**src/rtl/correlation_stream_max.sv**
```systemverilog
// Streams NUM_CAND candidate words against a latched target and reports the
// candidate with the highest bit-agreement score plus the count at or above a threshold.
module correlation_stream_max #(
   parameter int WIDTH    = 32,
   parameter int NUM_CAND = 16,
   parameter int IDX_W    = 4,
   parameter int SCORE_W  = 6
) (
   input  logic               Clock,
   input  logic               Reset,
   input  logic               Start,
   input  logic [WIDTH-1:0]   Target,
   input  logic [SCORE_W-1:0] Threshold,
   input  logic               Cand_Valid,
   input  logic [WIDTH-1:0]   Cand_Data,
   output logic               Cand_Ready,
   output logic [IDX_W-1:0]   Best_Idx,
   output logic [SCORE_W-1:0] Best_Score,
   output logic [IDX_W:0]     Match_Count,
   output logic               Done,
   output logic               Busy
);

   localparam int CNT_W = IDX_W + 1;

   typedef enum logic [1:0] {
      IDLE   = 2'd0,
      ACCUM  = 2'd1,
      REPORT = 2'd2
   } state_t;

   function automatic logic [SCORE_W-1:0] f_score(input logic [WIDTH-1:0] a,
                                                  input logic [WIDTH-1:0] b);
      logic [SCORE_W-1:0] v_sum;
      v_sum = '0;
      for (int i = 0; i < WIDTH; i++) begin
         v_sum = v_sum + SCORE_W'(a[i] ~^ b[i]);
      end
      return v_sum;
   endfunction

   state_t             r_state;
   logic [WIDTH-1:0]   r_target;
   logic [SCORE_W-1:0] r_thresh;
   logic [CNT_W-1:0]   r_cnt;
   logic               r_ready;
   logic               r_stg_valid;
   logic               r_stg_last;
   logic [IDX_W-1:0]   r_stg_idx;
   logic [SCORE_W-1:0] r_stg_score;
   logic [IDX_W-1:0]   r_best_idx;
   logic [SCORE_W-1:0] r_best_score;
   logic [CNT_W-1:0]   r_match;
   logic [IDX_W-1:0]   r_out_idx;
   logic [SCORE_W-1:0] r_out_score;
   logic [CNT_W-1:0]   r_out_match;
   logic               r_done;
   logic               r_busy;

   logic               w_accept;
   logic [SCORE_W-1:0] w_score;
   logic               w_last;

   // r_ready is only ever high in ACCUM, so Start+Cand_Valid in IDLE never consumes a candidate.
   assign w_accept = Cand_Valid & r_ready;
   assign w_score  = f_score(Cand_Data, r_target);
   assign w_last   = (r_cnt == CNT_W'(NUM_CAND - 1));

   // Frame FSM with accept stage, compare/update stage and registered result outputs.
   always_ff @(posedge Clock or posedge Reset) begin
      if (Reset) begin
         r_state      <= IDLE;
         r_target     <= '0;
         r_thresh     <= '0;
         r_cnt        <= '0;
         r_ready      <= 1'b0;
         r_stg_valid  <= 1'b0;
         r_stg_last   <= 1'b0;
         r_stg_idx    <= '0;
         r_stg_score  <= '0;
         r_best_idx   <= '0;
         r_best_score <= '0;
         r_match      <= '0;
         r_out_idx    <= '0;
         r_out_score  <= '0;
         r_out_match  <= '0;
         r_done       <= 1'b0;
         r_busy       <= 1'b0;
      end else begin
         r_done <= 1'b0;
         case (r_state)
            IDLE: begin
               r_stg_valid <= 1'b0;
               if (Start) begin
                  r_target     <= Target;
                  r_thresh     <= Threshold;
                  r_cnt        <= '0;
                  r_best_idx   <= '0;
                  r_best_score <= '0;
                  r_match      <= '0;
                  r_ready      <= 1'b1;
                  r_busy       <= 1'b1;
                  r_state      <= ACCUM;
               end
            end
            ACCUM: begin
               r_stg_valid <= w_accept;
               if (w_accept) begin
                  r_stg_idx   <= r_cnt[IDX_W-1:0];
                  r_stg_score <= w_score;
                  r_stg_last  <= w_last;
                  r_cnt       <= r_cnt + CNT_W'(1);
                  r_ready     <= ~w_last;
               end
               if (r_stg_valid) begin
                  // Strict greater-than keeps the lowest index on ties; index 0 always loads.
                  if ((r_stg_idx == IDX_W'(0)) || (r_stg_score > r_best_score)) begin
                     r_best_idx   <= r_stg_idx;
                     r_best_score <= r_stg_score;
                  end
                  if (r_stg_score >= r_thresh) begin
                     r_match <= r_match + CNT_W'(1);
                  end
                  if (r_stg_last) begin
                     r_state <= REPORT;
                  end
               end
            end
            REPORT: begin
               r_out_idx   <= r_best_idx;
               r_out_score <= r_best_score;
               r_out_match <= r_match;
               r_done      <= 1'b1;
               r_busy      <= 1'b0;
               r_ready     <= 1'b0;
               r_stg_valid <= 1'b0;
               r_state     <= IDLE;
            end
            default: begin
               r_state     <= IDLE;
               r_ready     <= 1'b0;
               r_busy      <= 1'b0;
               r_stg_valid <= 1'b0;
            end
         endcase
      end
   end

   assign Cand_Ready  = r_ready;
   assign Best_Idx    = r_out_idx;
   assign Best_Score  = r_out_score;
   assign Match_Count = r_out_match;
   assign Done        = r_done;
   assign Busy        = r_busy;

endmodule

```
**config.mk**
```make
export PLATFORM = sky130hd
export DESIGN_NAME = correlation_stream_max
export DESIGN_NICKNAME = d
export VERILOG_FILES = /design/src/rtl/correlation_stream_max.sv
export SDC_FILE = /design/constraint.sdc
export NUM_CORES = 1
export LEC_CHECK = 0
export CORE_ASPECT_RATIO = 0.8
export CORE_UTILIZATION = 49
export CTS_BUF_LIST = sky130_fd_sc_hd__clkbuf_8
export DETAILED_ROUTE_END_ITERATION = 16
export PLACE_DENSITY_LB_ADDON = 0.05
export SYNTH_ARGS = -nofsm -noshare
export SYNTH_HDL_FRONTEND = slang
export SYNTH_SLANG_ARGS = --single-unit
```
**constraint.sdc**
```tcl
create_clock -name Clock -period 4.7 [get_ports Clock]
set_input_delay 1.175 -clock Clock [delete_from_list [all_inputs] [get_ports Clock]]
set_output_delay 1.175 -clock Clock [all_outputs]
set_load 0.02 [all_outputs]
```
==> qor.yml <==
synthesis:
  syn_nets: 598
  syn_area_per_cell_um2: 10.1
  synth.yosys.seq_area_share_pct: 46.8
  yosys-top-cells-area: "dfrtp_1 47%, nand2_1 12%, fa_1 10%"
  synth_top_cell_area_share_pct: 46.8
  ys_types: 34
  synth_top_cell_by_area: "dfrtp_1"
  yosysWarnings: 0
  synthCells: 478
  ys_ff_latch: 90
  synth_area_um2: 4820
clock_network:
  numCtsBuffers: 9
  clock_latency_ns: 0.36
  htreeDepth: 3
  path_clk_slew_ns: 0.08
  root_buffer: "clkbuf_8"
  clock_path_buffers: 2
  clock-sinks: 90
  hold_buffers: 0
  cts_tree: "built"
placed_design:
  gp_congestion: 0.784
  placed_cell_area_um2: 5950
  portBuffers: 91
  hpwl_mm: 7.04
critical_path:
  cp_max_fo: 2
  endpoint_kind: "flop"
  critPathLaunch: "Cand_Data[3]"
  r2r-end: "r_stg_score[4]"
  cp.arrival_ns: 5.61
  path_class: "primary input to flop"
  ff2ff_path_depth: 16
  required_ns: 4.95
  worstSetupStartpointType: "primary input"
  reg2reg_from: "r_target[27]"
  r2r_slack_ns: -0.22
  crit_end: "r_stg_score[4]"
detailed_routing:
  vias: 3392
  post-route-drc-count: 0
  routed_wl_mm: 9.39
  drt_pre_antenna_iters: 4
  wl_per_cell_um: 13.5
  via_per_inst: 4.88
  ant_nets: 0
  initialDrtViolationCount: 126
sta:
  max_freq_mhz: 187
  setup-violations-final: 5
  worst_slack_ns: -0.655
  fin_crit_sh_pct: 114
  fin_crit_ns: 5.36
  maxSlewHeadroom_pct: 25.3
  hold_viol_final: 0
  final_max_slew_viol_count: 0
  rsz0062_at_grt: "yes"
  fin_skew_ns: 0.00798
  worst_pin_slew_ns: 1.12
floorplan:
  initial_utilization_pct: 51.7
  core_um2: 9310
  die-area_um2: 10200
  die_y_um: 90.7
  die_w_um: 113
  num_io_pins: 92
  rows: 31
finish:
  finalInstanceArea_um2: 6220
  antenna_cells: 0
  drive_above_1_share_pct: 16.2
  area_growth_pct: 29.0
  nNetsFinal: 695
outcome:
  violations: "negative setup slack"
  status: "finished with violations"
global_route:
  grt_max_degree: 51
  grt_overflow: 0
  grt_pass1_wl_mm: 16.5
  first_global_vias: 3525
  antenna_found_initial: 0
  grt_usage_pct: 20.9
hold_path:
  hold_path_class: "flop to flop"
  hp-start: "r_target[8]"
job:
  cap_violations: 0
-- state kept, by name, indices dropped and copies added (netlist names) --
name,flops
Best_Idx,4
Best_Score,6
Busy,1
Cand_Ready,1
Done,1
Match_Count,5
r_best_idx,4
r_best_score,6
r_cnt,5
r_match,5
r_state,2
r_stg_idx,4
r_stg_last,1
r_stg_score,6
r_stg_valid,1
r_target,32
r_thresh,6
-- kinds of logic (layout without fill, tap and decap cells) --
family,after synthesis,count (layout),share of synthesized area (%)
buf+inv,61,163,5.04
simple gates,181,181,15.2
flops,90,90,46.8
mux,27,27,6.03
xor+xnor,37,37,6.73
fa+ha+maj,46,46,15.7
compound gates,36,36,4.60
-- cells in the final DEF (no fill, tap or decap), drive strengths merged, types with 15 or more instances in the layout --
master           n
ha              22
xnor2           20
clkdlybuf4s50   76
inv             49
mux2            16
nand2          153
o21ai           15
xor2            17
dfrtp           90
clkbuf          16
fa              24
buf             19
-- synthesized netlist by cell type, drive strengths merged --
cell type / count
and4: 1
or3: 1
nand4: 4
a21o: 3
a31o: 1
nand2b: 3
dfrtp: 90
inv: 45
and3: 3
or2: 1
nand3: 4
fa: 24
xor2: 17
a31oi: 1
ha: 22
and2b: 1
a41o: 1
nor2: 7
a21bo: 1
buf: 5
a21oi: 11
mux2i: 11
nor2b: 3
xnor2: 20
o21ai: 15
nand2: 153
mux2: 16
o41ai: 1
clkbuf: 11
o311ai: 1
o2111ai: 1
-- layer usage --
layer  GRT usage (%)  part of all wire, %
met1            29.1                   49
met2            31.8                   45
met3            5.84                  4.8
met4            6.36                  1.3
met5               0                    0
-- worst min-delay path by stage --
stage                    end  slack [ns]  depth (start not counted)
3_3_place_gp        r_cnt[4]        0.47                          2
2_1_floorplan       r_cnt[4]        0.45                          2
6_report         r_target[8]        0.50                          2
3_5_place_dp     r_target[0]        0.48                          2
4_1_cts             r_cnt[4]        0.50                          2
5_1_grt        Best_Score[2]        0.52                          1
-- metrics by stage --
stage	setup WS, ns	hold WS [ns]	utilization, %	setup TNS [ns]	cells
2_1_floorplan	-0.808	0.450	-	-3.21	478
3_3_place_gp	-1.37	0.465	64.0	-6.96	679
3_5_place_dp	-1.43	0.482	64.0	-7.17	679
4_1_cts	-0.849	0.504	66.6	-3.27	695
5_1_grt	-0.772	0.524	66.8	-3.01	695
6_report	-0.655	0.502	66.8	-2.42	695
-- what timing repair did --
action	in CTS	in global routing
gates resized for setup	51	30
pin swaps	33	29
endpoints found under the setup margin	6	6
setup buffers	0	0
-- critical path, cell delays in order --
cell and delay, ns:
buf_6 0.10, xor2_2 0.17, fa_1 0.56, inv_2 0.05
fa_2 0.53, fa_2 0.44, fa_2 0.54, inv_2 0.04
fa_2 0.41, fa_1 0.50, inv_2 0.04, ha_4 0.15
fa_2 0.36, a21o_1 0.17, a21oi_2 0.12, xor2_1 0.15
o21ai_1 0.08
-- final cells by class --
cell class                 count  area [µm²]
timing repair buffer         102         960
clock buffer                   9         124
inverter                      45         170
tap                          115         144
sequential                    90        2250
clock inverter                 7        56.3
fill                         767        3090
multi-input combinational    327        2510
Power is left out: the tool's default activity adds up to more than one toggle a clock period on the data nets, which glitch-free logic cannot reach.
